<file path="src/rtl/fpu_half_pkg.sv">
// Shared definitions for the half-precision FPU front end: opcodes,
// arbiter state encoding and the abort result constants.
package fpu_half_pkg;

  typedef enum logic [2:0] {
    OP_ADD  = 3'd0,
    OP_SUB  = 3'd1,
    OP_MUL  = 3'd2,
    OP_DIV  = 3'd3,
    OP_SQRT = 3'd4
  } fpu_op_e;

  typedef enum logic [1:0] {
    ST_IDLE,
    ST_ISSUE,
    ST_WAIT,
    ST_RESP
  } arb_state_e;

  // Result returned when the FPU never answers: default quiet NaN, invalid flag.
  localparam logic [15:0] QNAN_H  = 16'h7E00;
  localparam logic [4:0]  FLAG_NV = 5'b10000;

endpackage

</file>
<file path="src/rtl/rr_arb2.sv">
// Two-way round-robin grant: a single priority bit picks the winner when
// both requesters are valid; it moves to the non-owner after each response.
module rr_arb2 (
  input  logic       clk,
  input  logic       rst,
  input  logic [1:0] req,
  input  logic       en,
  input  logic       upd,
  input  logic       upd_owner,
  output logic [1:0] gnt,
  output logic       gnt_idx
);

  logic prio;

  // Priority bit: requester 0 favoured after reset, then the non-owner.
  always_ff @(posedge clk) begin
    if (rst) begin
      prio <= 1'b0;
    end else if (upd) begin
      prio <= ~upd_owner;
    end
  end

  // One-hot grant; a lone requester wins regardless of priority.
  always_comb begin
    gnt     = '0;
    gnt_idx = 1'b0;
    if (en) begin
      case (req)
        2'b01: begin
          gnt     = 2'b01;
          gnt_idx = 1'b0;
        end
        2'b10: begin
          gnt     = 2'b10;
          gnt_idx = 1'b1;
        end
        2'b11: begin
          gnt     = prio ? 2'b10 : 2'b01;
          gnt_idx = prio;
        end
        default: begin
          gnt     = '0;
          gnt_idx = 1'b0;
        end
      endcase
    end
  end

endmodule

</file>
<file path="src/rtl/fpu_half_arbiter.sv">
// Shares one half-precision FPU between two requesters. One operation is in
// flight at a time; the FPU is aborted with a qNaN result after TIMEOUT cycles.
module fpu_half_arbiter
  import fpu_half_pkg::*;
#(
  parameter int unsigned TIMEOUT = 64
) (
  input  logic        wb_clk_i,
  input  logic        wb_rst_i,
  input  logic [1:0]  req_valid,
  output logic [1:0]  req_ready,
  input  logic [5:0]  req_op,
  input  logic [31:0] req_a,
  input  logic [31:0] req_b,
  output logic [1:0]  rsp_valid,
  input  logic [1:0]  rsp_ready,
  output logic [15:0] rsp_result,
  output logic [4:0]  rsp_flags,
  output logic        fpu_start,
  output logic [2:0]  fpu_op,
  output logic [15:0] fpu_a,
  output logic [15:0] fpu_b,
  input  logic        fpu_done,
  input  logic [15:0] fpu_result,
  input  logic [4:0]  fpu_flags,
  output logic        busy,
  output logic        timeout_err
);

  localparam int unsigned CW = $clog2(TIMEOUT + 1);

  arb_state_e    state, state_nxt;
  logic          owner;
  logic [2:0]    op_q;
  logic [15:0]   a_q, b_q;
  logic [CW-1:0] cnt;
  logic [15:0]   res_q;
  logic [4:0]    flg_q;
  logic          terr_q;

  logic [1:0]    gnt;
  logic          gnt_idx;
  logic          grant;
  logic          timeout_hit;
  logic          rsp_done;

  rr_arb2 u_rr_arb2 (
    .clk       (wb_clk_i),
    .rst       (wb_rst_i),
    .req       (req_valid),
    .en        ((state == ST_IDLE) && !wb_rst_i),
    .upd       (rsp_done),
    .upd_owner (owner),
    .gnt       (gnt),
    .gnt_idx   (gnt_idx)
  );

  assign grant       = |gnt;
  assign timeout_hit = (state == ST_WAIT) && !fpu_done && (cnt == CW'(TIMEOUT - 1));
  assign rsp_done    = (state == ST_RESP) && rsp_ready[owner];

  // State register.
  always_ff @(posedge wb_clk_i) begin
    if (wb_rst_i) begin
      state <= ST_IDLE;
    end else begin
      state <= state_nxt;
    end
  end

  // Next-state and handshake outputs; all forced low while reset is held.
  always_comb begin
    state_nxt = state;
    req_ready = '0;
    rsp_valid = '0;
    fpu_start = 1'b0;
    busy      = 1'b0;
    case (state)
      ST_IDLE:  if (grant) state_nxt = ST_ISSUE;
      ST_ISSUE: state_nxt = ST_WAIT;
      ST_WAIT:  if (fpu_done || timeout_hit) state_nxt = ST_RESP;
      ST_RESP:  if (rsp_ready[owner]) state_nxt = ST_IDLE;
      default:  state_nxt = ST_IDLE;
    endcase
    if (!wb_rst_i) begin
      req_ready = gnt;
      rsp_valid = (state == ST_RESP) ? (owner ? 2'b10 : 2'b01) : 2'b00;
      fpu_start = (state == ST_ISSUE);
      busy      = (state != ST_IDLE);
    end
  end

  // Capture the granted requester's operation; held until the next grant.
  always_ff @(posedge wb_clk_i) begin
    if (wb_rst_i) begin
      owner <= 1'b0;
      op_q  <= '0;
      a_q   <= '0;
      b_q   <= '0;
    end else if (grant) begin
      owner <= gnt_idx;
      op_q  <= gnt_idx ? req_op[5:3]  : req_op[2:0];
      a_q   <= gnt_idx ? req_a[31:16] : req_a[15:0];
      b_q   <= gnt_idx ? req_b[31:16] : req_b[15:0];
    end
  end

  // Wait-cycle counter: cleared in ISSUE, counts WAIT cycles without done.
  always_ff @(posedge wb_clk_i) begin
    if (wb_rst_i) begin
      cnt <= '0;
    end else if (state == ST_ISSUE) begin
      cnt <= '0;
    end else if ((state == ST_WAIT) && !fpu_done && !timeout_hit) begin
      cnt <= cnt + 1'b1;
    end
  end

  // Result capture from the FPU or the abort path; timeout flag is sticky.
  always_ff @(posedge wb_clk_i) begin
    if (wb_rst_i) begin
      res_q  <= '0;
      flg_q  <= '0;
      terr_q <= 1'b0;
    end else if ((state == ST_WAIT) && fpu_done) begin
      res_q <= fpu_result;
      flg_q <= fpu_flags;
    end else if (timeout_hit) begin
      res_q  <= QNAN_H;
      flg_q  <= FLAG_NV;
      terr_q <= 1'b1;
    end
  end

  assign fpu_op      = op_q;
  assign fpu_a       = a_q;
  assign fpu_b       = b_q;
  assign rsp_result  = res_q;
  assign rsp_flags   = flg_q;
  assign timeout_err = terr_q;

endmodule
</file>
<file path="config.mk">
export PLATFORM = sky130hd
export DESIGN_NAME = fpu_half_arbiter
export DESIGN_NICKNAME = d
export VERILOG_FILES = /design/src/rtl/fpu_half_pkg.sv /design/src/rtl/rr_arb2.sv /design/src/rtl/fpu_half_arbiter.sv
export SDC_FILE = /design/constraint.sdc
export NUM_CORES = 1
export LEC_CHECK = 0
export BUFFER_PORTS_ARGS = -buffer_cell sky130_fd_sc_hd__buf_2
export CORE_ASPECT_RATIO = 0.75
export CORE_MARGIN = 1.5
export CORE_UTILIZATION = 48
export CTS_CLUSTER_SIZE = 14
export DETAILED_ROUTE_END_ITERATION = 8
export PLACE_DENSITY_LB_ADDON = 0.12
export SYNTH_ARGS = -nofsm -noshare
export SYNTH_HDL_FRONTEND = slang
export SYNTH_SLANG_ARGS = --single-unit
</file>
<file path="constraint.sdc">
create_clock -name wb_clk_i -period 2.7 [get_ports wb_clk_i]
set_input_delay 0.405 -clock wb_clk_i [delete_from_list [all_inputs] [get_ports wb_clk_i]]
set_output_delay 0.405 -clock wb_clk_i [all_outputs]
set_load 0.1 [all_outputs]
</file>
After elaboration in Yosys (flattened, before gate mapping)
Cells that the tools add are included.
Cells by class
  equal/unequal tests: 10
  add/subtract/negate cells: 1
  bitwise gates (word level): 2
  reduce and logical (&&, ||, !) cells: 17
  mux-type cells: 24
  magnitude comparators: 1
Operators by type and width (number)
  two-way mux 16 bit: 4
  two-way mux 2 bit: 9
  two-way mux 5 bit: 2
  equality test 2 bit, second input constant: 4
  case mux 2 bit (4 select lines): 1
  adder 7 x 1 -> 7 bit, second input constant: 1
  equality test 7 x 6 -> 1 bit, second input constant: 1
  logical AND 1 bit: 6
  inequality test 2 bit, second input constant: 3
  case mux 2 bit (3 select lines): 1
  two-way mux 1 bit: 5
  equality test 2 x 1 -> 1 bit, second input constant: 2
  nonzero test 2 bit: 2
  OR reduction 2 bit: 2
  zero test 1 bit: 3
  two-way mux 3 bit: 1
  AND reduction 3 bit: 1
  zero test 2 bit: 1
  < comparator 1 x 2 -> 1 bit, second input constant: 1
  inverter 1 bit: 2
  case mux 1 bit (2 select lines): 1
  AND reduction 2 bit: 1
  logical OR 1 bit: 1
Storage, ports and cells
  bits of input ports: 98
  output and inout bits: 63
  register bits: 68
  word-level logic and storage cells: 65

Depth between registers and ports, before layout
Gate-level depths: netlist of the first run.
  depth in word-level cells: 6
  gate-level depth with buffers: 8
  gate-level depth less buffers: 6

Hierarchy
From an unflattened synthesis of the first run, not the netlist that was laid out.
Unflattened totals
  cell total of the unflattened synthesis: 336
  area total of the unflattened synthesis: 3006.6 µm²
Modules (own cells, without submodules)
  fpu_half_arbiter: cells each 327, times used 1, area each 2944.1 µm², sequential area each 1341.3 µm²
  rr_arb2: cells each 9, times used 1, area each 62.6 µm², sequential area each 20.0 µm²

Worst setup path after synthesis of the first run
OpenSTA, ideal clock, no wires.
  path kind: input-to-output
  from: input wb_rst_i
  to: output rsp_valid[0]
  stages on the path: 3
  buffers on the path: 2
  path slack: -744 ps
  required time: 2295 ps
  data arrival time: 3039 ps
  cell sequence: clkbuf_1 clkbuf_1 nor3b_1
Between the ends
  longest elaborated chain between the ends: 1
RTL lines
  start, declared: line fpu_half_arbiter.sv:9  | input logic wb_rst_i,
  two-way mux 2 bit: line fpu_half_arbiter.sv:85  | if (!wb_rst_i) begin
  end, declared: line fpu_half_arbiter.sv:15  | output logic [1:0] rsp_valid,
Every way passes these cells.

Worst setup path after layout of the first run
  from: register state[0]
  to: output req_ready[0]
Between the ends
  longest elaborated chain between the ends: 4
RTL lines
  start, declared: line fpu_half_arbiter.sv:32  | arb_state_e state, state_nxt;
  start signal, assigned: line fpu_half_arbiter.sv:67  | state <= state_nxt;
  zero test 2 bit: line fpu_half_arbiter.sv:51  | .en ((state == ST_IDLE) && !wb_rst_i),
  logical AND 1 bit: line fpu_half_arbiter.sv:51
  two-way mux 2 bit: line rr_arb2.sv:29  | if (en) begin
  two-way mux 2 bit: line fpu_half_arbiter.sv:85
  end, declared: line fpu_half_arbiter.sv:11  | output logic [1:0] req_ready,
Every way passes these cells.

==> metrics.md, run 1 <==
| Metric | Value |
|---|---|
| Outcome | finished, final reports clean |
| Synth Area in Adders | 0.02114 |
| Top cell type's share of synthesized area | 0.4600 |
| 1st-iter DRT viols | between 90 and 100 |
| Pleak | 1.925 nW |
| Xor/xnor share of the synthesized area | 0.01184 |
| HPWL after DPL | between 5000 and 6000 um |
| Initial Utilization | 0.5028 |
| Final ANT Viol Nets | 0 |
| Post-layout util | 0.6898 |
| Synth Flop Type | dfxtp_1 |
| CTS clock-pin slew for the worst setup and hold paths | 0.07 ns |
| CP arrival | roughly 1.9 ns |
| GPL Wtd Cong | between 0.7 and 0.8 |
| Crit share post-route | 0.8446 |
| Power per cell area | around 1100 nW/um^2 |
| Largest cells by area after synthesis | dfxtp_1, mux2i_1, a211oi_1 |
| WL final | 7358 um |
| Die height | roughly 70 um |
| Crit start category | flip-flop |
| Number of hold violations in the final report | 0 |
| TNS Setup | 0 ns |
| Seq cells post-synth | 68 |
| Largest net degree at the start of global routing | 56 |
| Total CTS buffers | 9 |
| Hold depth | 2 |
| Fin crit period | 2.280 ns |
| Max Slew Vio Count | 0 |
| Rows | 24 |
| Ant. Diodes | 0 |
| Worst-Skew Late Latency | 0.34 ns |
| Register area share after synthesis | 0.4600 |
| Initial antenna violation count | 0 |
| Hold Path Class | in2reg |
| Quantity of hold-fixing buffers added after cts | 0 |
| # fillers | around 510 |
| Routed len/inst | 13.63 um |
| Syn Inst Count | between 200 and 300 |
| PortBufs | 160 |
| Final nets | 560 |
| Simple-Gate Fraction of Synth Area | 0.1573 |
| Worst vdd ir | 0.6873 mV |
| Clock root buffer | clkbuf_8 |
| Share of cells above drive strength 1 | 0.4351 |
| Multiplexer share of the synthesized area | 0.1285 |
| Max-Cap Viols | 0 |
| Type of the worst setup path | reg2out |
| Total power | approximately 4.4 mW |
| Area occupied by multi-input gates | ~1400 um^2 |
| Cell accounting for the most synthesized area | dfxtp_1 |
| Async SR Flop Fraction | 0 |
| Unrepaired setup endpoints after global routing | false |
| Final Instance Count excl. Fillers | 540 |
| Distinct cells, synth | 39 |
| Core area | between 5000 and 6000 um^2 |
| Syn Nets | 400 |
| Rel. slew slack | 0.6049 |
| TritonRoute pass-1 iters | 4 |
| Setup Buffers After CTS | 0 |
| Vias/cell | about 5.0 |
| CP max FO | 23 |
| FF-to-FF path depth | 7 |
| Compound-cell area share of the yosys netlist | 0.1658 |
| Main combinational cell family by area after synthesis | compound AO/OA/AOI/OAI gates |
| Post-Syn Area | roughly 3000 um^2 |
| Worst slack at placement | slightly below 0.7 ns |
| H-tree levels | 3 |
| IO Count | between 150 and 200 |
| Register cell area after layout | 1361 um^2 |
| PostCTS Resize Cnt | 0 |
| # DRC | 0 |
| Placed cells | 524 |
| Worst Max-Slew Pin Slew | slightly below 0.6 ns |
| Yosys warns | 0 |
| Area Growth Syn to Fin | 37.21% |
| Die Footprint | 6649 um^2 |
| Peak Freq | roughly 440 MHz |
| Mean Syn Cell Area | 9.963 um^2 |
| Clock net sink count | 68 |
| Clock Path Buffers | 2 |
| Fin worst setup slack | roughly 0.42 ns |
| Vias in the first global route | roughly 2500 |
| WP data required | about 2.3 ns |
| Via count | 2725 |
| Gr ovfl total | 0 |
| First-pass GRT wire length | around 11000 um |
| CTS tree | done |
| Final Setup Violations | 0 |
| Skew final | 0.007875 ns |
| Worst setup EP type | primary output |
| Die W | roughly 94 um |
| All-Layer GR Usage | 0.2177 |
| Post-synth EDFFs | 0 |
## registers in the layout (all words and copies together), names as in the netlist
signal          count
fpu_a              16
fpu_b              16
rsp_result         16
cnt                 7
rsp_flags           5
fpu_op              3
state               2
owner               1
timeout_err         1
u_rr_arb2.prio      1
## cells by family (layout without fill, tap and decap cells)
family                   Yosys count  count (layout)
flip-flops                        68              68
multiplexers                      38              38
AND/OR/NAND/NOR                   96              96
XOR/XNOR                           4               4
adder cells (fa/ha/maj)            5               5
buffers and inverters             24             189
AO/OA/AOI/OAI                     62              62
## layout by cell type, fill, tap and decap left out, drive strengths merged
master / n
ha: 5
nand2: 5
inv: 4
a311oi: 1
nand3b: 1
xor2: 4
o31ai: 1
a221oi: 1
a21oi: 3
and3b: 1
a31o: 1
mux2i: 38
or2: 1
nor2b: 2
nand4: 1
clkinv: 2
dfxtp: 68
o21ai: 3
clkinvlp: 1
nand3: 3
o211ai: 3
buf: 169
nor3b: 1
clkbuf: 10
nor2: 65
nor3: 8
and2b: 1
a211oi: 35
a22o: 14
and4b: 1
bufinv: 3
and3: 3
nand2b: 3
## stage by stage
step                hold WS, ns  area, um^2
CTS                      0.2556        4060
global placement         0.4128        3811
detailed placement       0.4441        3811
floorplan                0.4034        2964
global route             0.2497        4060
finish                   0.2725        4060
## critical path: stages, from the launching register on
cell	delay, ns
dfxtp_1	0.33
inv_1	0.10
ha_1	0.21
and2b_1	0.17
and3_4	0.48
buf_12	0.23
## path summary, 6_finish.rpt
check / from / endpoint / slack [ns]
max: state[0] / req_ready[0] / 0.42
min: fpu_result[5] / rsp_result[5] / 0.27
max reg2reg: state[0] / fpu_b[2] / 0.69
min reg2reg: cnt[6] / cnt[6] / 0.45
## power breakdown
group | internal, mW | switching [mW]
registers | 1.18 | 0.0993
clock network | 0.638 | 0.379
logic | 0.471 | 1.65
## synthesized netlist by cell type, types with 2 or more instances
library cell   n
nor2_1        64
inv_1          4
a21oi_1        3
xor2_1         4
mux2i_1       38
a211oi_1      35
a22o_2         4
nor2b_1        2
o211ai_1       3
and3_2         2
nor3_1         8
clkbuf_1      14
buf_12         4
dfxtp_1       68
o21ai_0        2
nand2b_1       2
a22o_1        10
ha_1           5
nand2_1        5
## cell type report
class,instances,share of cell area
Clock inverter,6,0.02743
Tap cell,78,0.02404
Sequential cell,68,0.3353
Clock buffer,10,0.03390
Inverter,4,0.003698
Timing Repair Buffer,169,0.2213
Multi-Input combinational cell,205,0.3544
## routing by layer
layer  share of wire  vias to the layer above  GRT usage
met1            0.44                     1238     0.2671
met2            0.47                       91     0.3478
met3           0.082                        9    0.08817
li1                -                     1387          -
met4           0.013                        0    0.07463
met5               0                        -          0
(Power assumes the default switching activity.)
==> run 2: changes to the inputs <==
--- a/config.mk
+++ b/config.mk
@@ -8,7 +8,7 @@
 export BUFFER_PORTS_ARGS = -buffer_cell sky130_fd_sc_hd__buf_2
 export CORE_ASPECT_RATIO = 0.75
 export CORE_MARGIN = 1.5
-export CORE_UTILIZATION = 48
+export CORE_UTILIZATION = 44
 export CTS_CLUSTER_SIZE = 14
 export DETAILED_ROUTE_END_ITERATION = 8
 export PLACE_DENSITY_LB_ADDON = 0.12
==> constraint.sdc (replaced) <==
create_clock -name wb_clk_i -period 2.23 [get_ports wb_clk_i]
set_input_delay 0.3345 -clock wb_clk_i [delete_from_list [all_inputs] [get_ports wb_clk_i]]
set_output_delay 0.3345 -clock wb_clk_i [all_outputs]
set_load 0.1 [all_outputs]
==> run 2 against run 1 <==
Compared with the run above: power increased by 16%; global-route usage down 1.6 points; wire length down 0.58%; via count is the same; die area up 8.8%; combinational power up 24%; cell count rose by 1.1%; clock skew fell by 0.0015 ns; cell area is 0.34% lower; non-clock buffer count rose by 4; utilization shrank 5.9 points; largest cell class unchanged.
==> metrics.md, run 2 (synthesis gave the netlist of run 1 again) <==
| Metric | Value |
|---|---|
| Clock power frac | 0.189 (-0.041) |
| Initial Utilization | 0.4615 (-0.04130) |
| Die Footprint | 7231 um^2 (+8.8%) |
| Max-Cap Viols | 0 (unchanged) |
| Core area | 6412 um^2 (+8.9%) |
| Crit share post-route | 0.8996 |
| Final Setup Violations | 0 (unchanged) |
| Worst slack at placement | 0.2644 ns (-0.4307 ns) |
| GRT Max-Usage Layer | met2 |
| Initial antenna violation count | 0 (unchanged) |
| Flop pwr share | 0.301 (+0.012) |
| Die height | 74.02 um (+4.3%) |
| CTS clock-pin slew for the worst setup and hold paths | 0.07 ns (about the same) |
| Post-layout util | 0.6310 (-0.05881) |
| Vias in the first global route | 2497 (+0.60%) |
| Commonest cells after routing, fill and taps aside | buf_2, dfxtp_1, nor2_1 |
| All-Layer GR Usage | 0.2020 (-0.01566) |
| PortBufs | 160 (unchanged) |
| Ant. Diodes | 0 (unchanged) |
| CP max FO | 4 (-83%) |
| TritonRoute pass-1 iters | 4 (unchanged) |
| Power per cell area | 1269 nW/um^2 (+17%) |
| GPL Wtd Cong | 0.7946 (+1.5%) |
| Outcome | finished, final reports clean |
| Sw power | 2.556 mW (+20%) |
| Area Growth Syn to Fin | 36.74% |
| Design area | 4046 um^2 (-0.34%) |
| Clock root buffer | clkbuf_8 |
| Met2 Track Usage GR | 0.3117 (-0.03610) |
| # fillers | 592 (+16%) |
| WL final | 7315 um (-0.58%) |
| Worst setup EP type | primary output |
| CP arrival | 1.67 ns (-0.21 ns) |
| Routed len/inst | 13.40 um (-1.7%) |
| H-tree levels | 3 (unchanged) |
| Fin worst setup slack | 0.2239 ns (-0.1957 ns) |
| Type of the worst setup path | reg2out |
| Quantity of hold-fixing buffers added after cts | 0 (unchanged) |
| Via count | 2725 (unchanged) |
| Largest net degree at the start of global routing | 36 (-36%) |
| CTS tree | done |
| Number of hold violations in the final report | 0 (unchanged) |
| Logic pwr share | 0.510 (+0.030) |
| Total CTS buffers | 9 (unchanged) |
| Worst-Skew Late Latency | 0.34 ns (about the same) |
| Most common cell after layout, fill and taps aside | buf_2 |
| Rel. slew slack | 0.3995 (-0.2054) |
| IO Count | 161 (unchanged) |
| Vias/cell | 4.991 (-1.1%) |
| First-pass GRT wire length | 11620 um (+3.1%) |
| Max Slew Vio Count | 0 (unchanged) |
| Clock net sink count | 68 (unchanged) |
| Worst vdd ir | 0.6391 mV (-7.0%) |
| Final nets | 564 (+0.71%) |
| Gr ovfl total | 0 (unchanged) |
| HPWL after DPL | 5331 um (-0.15%) |
| WP data required | 1.90 ns (-0.40 ns) |
| Share of cells above drive strength 1 | 0.4366 (+0.001494) |
| PostCTS Resize Cnt | 0 (unchanged) |
| Met1 usage | 0.2547 (-0.01242) |
| Fin crit period | about 2 ns |
| Peak Freq | 498.5 MHz |
| # DRC | 0 (unchanged) |
| Worst Max-Slew Pin Slew | 0.8975 ns (+0.3048 ns) |
| Pleak | 1.919 nW (-0.32%) |
| DP Area | 3840 um^2 (+0.75%) |
| Switching share of power | 0.4980 (+0.01588) |
| Hold Path Class | in2reg |
| Int Pwr | 2.577 mW (+13%) |
| Skew final | 0.006420 ns (-0.001455 ns) |
| Clock Path Buffers | 2 (unchanged) |
| Die W | 97.70 um (+4.3%) |
| Final ANT Viol Nets | 0 (unchanged) |
| WHS | 0.2037 ns (-0.06880 ns) |
| Crit start category | flip-flop |
| Grt met3 use | 0.08741 (-0.0007660) |
| 1st-iter DRT viols | 65 (-31%) |
| Rows | 25 (+4.2%) |
| Unrepaired setup endpoints after global routing | false |
==> run 2: final cells by class <==
type	count	area, um^2	area share
sequential	68	1361	0.3364
multi-input combinational	205	1444	0.3568
tap	81	101.3	0.02505
inverter	4	15.01	0.003711
clock buffer	13	148.9	0.03680
timing repair buffer	173	940.9	0.2325
clock inverter	2	35.03	0.008658
==> run 2: timing repair <==
item	CTS	global route
hold endpoints to repair	0	0
setup buffers	0	3
endpoints found under the setup margin	0	1
==> run 2: layer usage <==
layer / part of all wire / up-vias
met2: 0.45 / 106
met4: 0.013 / 0
met3: 0.084 / 11
met1: 0.45 / 1214
met5: 0 / -
li1: - / 1394
==> run 2: worst max-delay path, stage by stage, from the launching register on <==
cell and delay (ns):
dfxtp_1 0.33, inv_1 0.11, ha_1 0.26, and2b_1 0.19, nand3_2 0.14, inv_1 0.13
buf_12 0.18
==> run 2: power groups by stage <==
| stage | clock, mW | sequential (mW) | combinational, mW |
|---|---|---|---|
| after CTS | 1.00 | 1.54 | 2.62 |
| after global routing | 1.06 | 1.57 | 2.74 |
| final | 0.969 | 1.54 | 2.62 |
| after floorplan | 0 | 2.87 | 0.886 |
| after detailed placement | 0 | 1.57 | 2.61 |
| after global placement | 0 | 1.57 | 2.58 |
==> run 2: final timing paths <==
check	start	cells past startpoint	endpoint	slack, ns
hold / removal	fpu_flags[3]	2	rsp_flags[3]	0.20
hold reg to reg	cnt[6]	2	cnt[6]	0.42
setup reg to reg	state[0]	5	rsp_result[1]	0.26
setup / recovery	state[1]	6	req_ready[1]	0.22
==> run 2: per-stage QoR <==
stage	instances	power (mW)	TNS [ns]
3_5_place_dp	528	4.175	0
2_1_floorplan	297	3.755	-0.07654
5_1_grt	546	5.371	0
4_1_cts	543	5.161	0
3_3_place_gp	528	4.143	0
6_report	546	5.133	0
==> run 3: changes to the inputs <==
--- a/config.mk
+++ b/config.mk
@@ -7,7 +7,7 @@
 export LEC_CHECK = 0
 export BUFFER_PORTS_ARGS = -buffer_cell sky130_fd_sc_hd__buf_2
 export CORE_ASPECT_RATIO = 0.75
-export CORE_MARGIN = 1.5
+export CORE_MARGIN = 5
 export CORE_UTILIZATION = 44
 export CTS_CLUSTER_SIZE = 14
 export DETAILED_ROUTE_END_ITERATION = 8
==> run 3 against run 2 <==
Compared with the run above: register-to-register slack better by 0.02 ns; flip-flop and latch count unchanged; sequential power about the same; clock power down 5.2%; sequential share of layout area down 0.13 points; power down 0.43%; largest cell class unchanged; die area up 17%.
==> metrics.md, run 3 (synthesis gave the netlist of run 1 again) <==
| Metric | Value |
|---|---|
| Outcome | finished, final reports clean |
| Min-delay src | fpu_flags[0] |
| Via count | 2764 (+1.4%) |
| PortBufs | 160 (unchanged) |
| Rel. slew slack | 0.3925 (-0.007016) |
| Skew final | 0.01337 ns (+0.006953 ns) |
| Total CTS buffers | 9 (unchanged) |
| Hold EP | rsp_flags[0] |
| Die W | 104.7 um (+7.2%) |
| FF-to-FF End | rsp_result[3] |
| Unrepaired setup endpoints after global routing | false |
| Number of hold violations in the final report | 0 (unchanged) |
| H-tree levels | 3 (unchanged) |
| First-pass GRT wire length | 12280 um (+5.6%) |
| Max-Cap Viols | 0 (unchanged) |
| GPL Wtd Cong | 0.8370 (+5.3%) |
| Crit start category | flip-flop |
| Type of the worst setup path | reg2out |
| Vias/cell | 5.044 (+1.1%) |
| CTS clock-pin slew for the worst setup and hold paths | 0.09 ns (+0.02 ns) |
| FF-to-FF path depth | 5 (unchanged) |
| Vias in the first global route | 2659 (+6.5%) |
| CP arrival | 1.64 ns (-0.03 ns) |
| Fin crit period | 1.975 ns (-0.03157 ns) |
| Worst-Skew Late Latency | 0.34 ns (about the same) |
| IO Count | 161 (unchanged) |
| Peak Freq | 506.4 MHz (+1.6%) |
| WL final | 7985 um (+9.2%) |
| Die Footprint | 8482 um^2 (+17%) |
| Hold depth | 2 (unchanged) |
| Worst Max-Slew Pin Slew | 0.9079 ns (+0.01049 ns) |
| Initial antenna violation count | 0 (unchanged) |
| Area Growth Syn to Fin | 37.29% |
| 1st-iter DRT viols | 100 (+54%) |
| Ant. Diodes | 0 (unchanged) |
| Hold Path Class | in2reg |
| Commonest cells after routing, fill and taps aside | buf_2, dfxtp_1, nor2_1 |
| Routed len/inst | 14.57 um (+8.8%) |
| Worst vdd ir | 0.5554 mV (-13%) |
| DP Area | 3845 um^2 (+0.13%) |
| CP max FO | 8 (+4) |
| Clock root buffer | clkbuf_8 |
| Gr ovfl total | 0 (unchanged) |
| CTS tree | done |
| TNS Setup | 0 ns (unchanged) |
| Max Slew Vio Count | 0 (unchanged) |
| Share of cells above drive strength 1 | 0.4454 (+0.008837) |
| All-Layer GR Usage | 0.1782 (-0.02378) |
| Core area | 6412 um^2 (unchanged) |
| Clock net sink count | 68 (unchanged) |
| PostCTS Resize Cnt | 0 (unchanged) |
| Largest net degree at the start of global routing | 48 (+33%) |
| Final nets | 565 (+0.18%) |
| # DRC | 0 (unchanged) |
| Crit share post-route | 0.8855 (-0.01416) |
| Final ANT Viol Nets | 0 (unchanged) |
| Power per cell area | 1258 nW/um^2 (-0.83%) |
| WP data required | 1.90 ns (about the same) |
| Rows | 25 (unchanged) |
| Final Setup Violations | 0 (unchanged) |
| Design area | 4063 um^2 (+0.40%) |
| TritonRoute pass-1 iters | 4 (unchanged) |
| Pleak | 1.928 nW (+0.49%) |
| HPWL after DPL | 5945 um (+12%) |
| Initial Utilization | 0.4615 (unchanged) |
| Post-layout util | 0.6336 (+0.002537) |
| Clock Path Buffers | 2 (unchanged) |
| Die height | 81.02 um (+9.5%) |
| Worst setup EP type | primary output |
| Worst R2R Start | state[0] |
| # fillers | 572 (-3.4%) |
| Most common cell after layout, fill and taps aside | buf_2 |
| R2R setup slack | 0.28 ns (+0.02 ns) |
## run 3: cell count changes in the layout (fill, tap and decap cells not counted)
cell / delta
clkbuf_8: -1
clkinvlp_4: +1
clkbuf_1: -3
buf_12: +1
clkinv_4: +2
bufinv_16: -1
inv_6: +3
## run 3: power by group
| part | switching (mW) | internal (mW) | total [mW] |
|---|---|---|---|
| Sequential | 0.121 | 1.43 | 1.55 |
| Combinational | 2.02 | 0.619 | 2.64 |
| Clock | 0.502 | 0.417 | 0.919 |
| Total | 2.65 | 2.46 | 5.11 |
## run 3: worst max path at each step
stage	cells past startpoint	from	slack (ns)	endpoint
3_3_place_gp	5	state[0]	0.40	rsp_result[3]
2_1_floorplan	3	wb_rst_i	-0.08	rsp_valid[0]
4_1_cts	5	state[1]	0.08	req_ready[0]
6_report	5	state[1]	0.26	req_ready[0]
5_1_grt	6	state[1]	0.13	req_ready[1]
3_5_place_dp	7	state[1]	0.33	fpu_a[9]
## run 3: metrics by stage
| step | setup slack (ns) | hold slack, ns | total power, mW | cells |
|---|---|---|---|---|
| 5_1_grt | 0.1297 | 0.1685 | 5.361 | 548 |
| 4_1_cts | 0.07994 | 0.1812 | 5.121 | 543 |
| 6_report | 0.2554 | 0.1972 | 5.111 | 548 |
| 2_1_floorplan | -0.07654 | 0.4034 | 3.755 | 297 |
| 3_5_place_dp | 0.3265 | 0.4167 | 4.186 | 527 |
| 3_3_place_gp | 0.3981 | 0.4131 | 4.157 | 527 |
## run 3: layout make-up
cell class / count / area, um^2 / share of cell area
inverter: 4 / 15.01 / 0.003696
clock buffer: 9 / 123.9 / 0.03049
sequential: 68 / 1361 / 0.3351
timing repair buffer: 174 / 960.9 / 0.2365
tap: 81 / 101.3 / 0.02495
clock inverter: 7 / 56.30 / 0.01386
multi-input combinational: 205 / 1444 / 0.3554
## run 3: repair_timing
item                                   in CTS  in global routing
setup endpoints to repair                   0                  1
endpoints found under the hold margin       0                  0
buffers inserted                            0                  5
hold buffers                                0                  0
## run 3: critical path, cell delays in order (launching register included)
cell and delay, ns:
dfxtp_1 0.34, inv_1 0.11, ha_1 0.24, and2b_1 0.18, and3_4 0.26, buf_12 0.19
## run 3: per-layer routing
metal,wire [um],part of all wire,vias to the layer above,track usage
met1,3461,0.43,1274,0.2203
met4,67,0.0084,0,0.05364
met2,3719,0.47,89,0.2813
met5,0,0,-,0
li1,-,-,1395,-
met3,737,0.092,6,0.08181
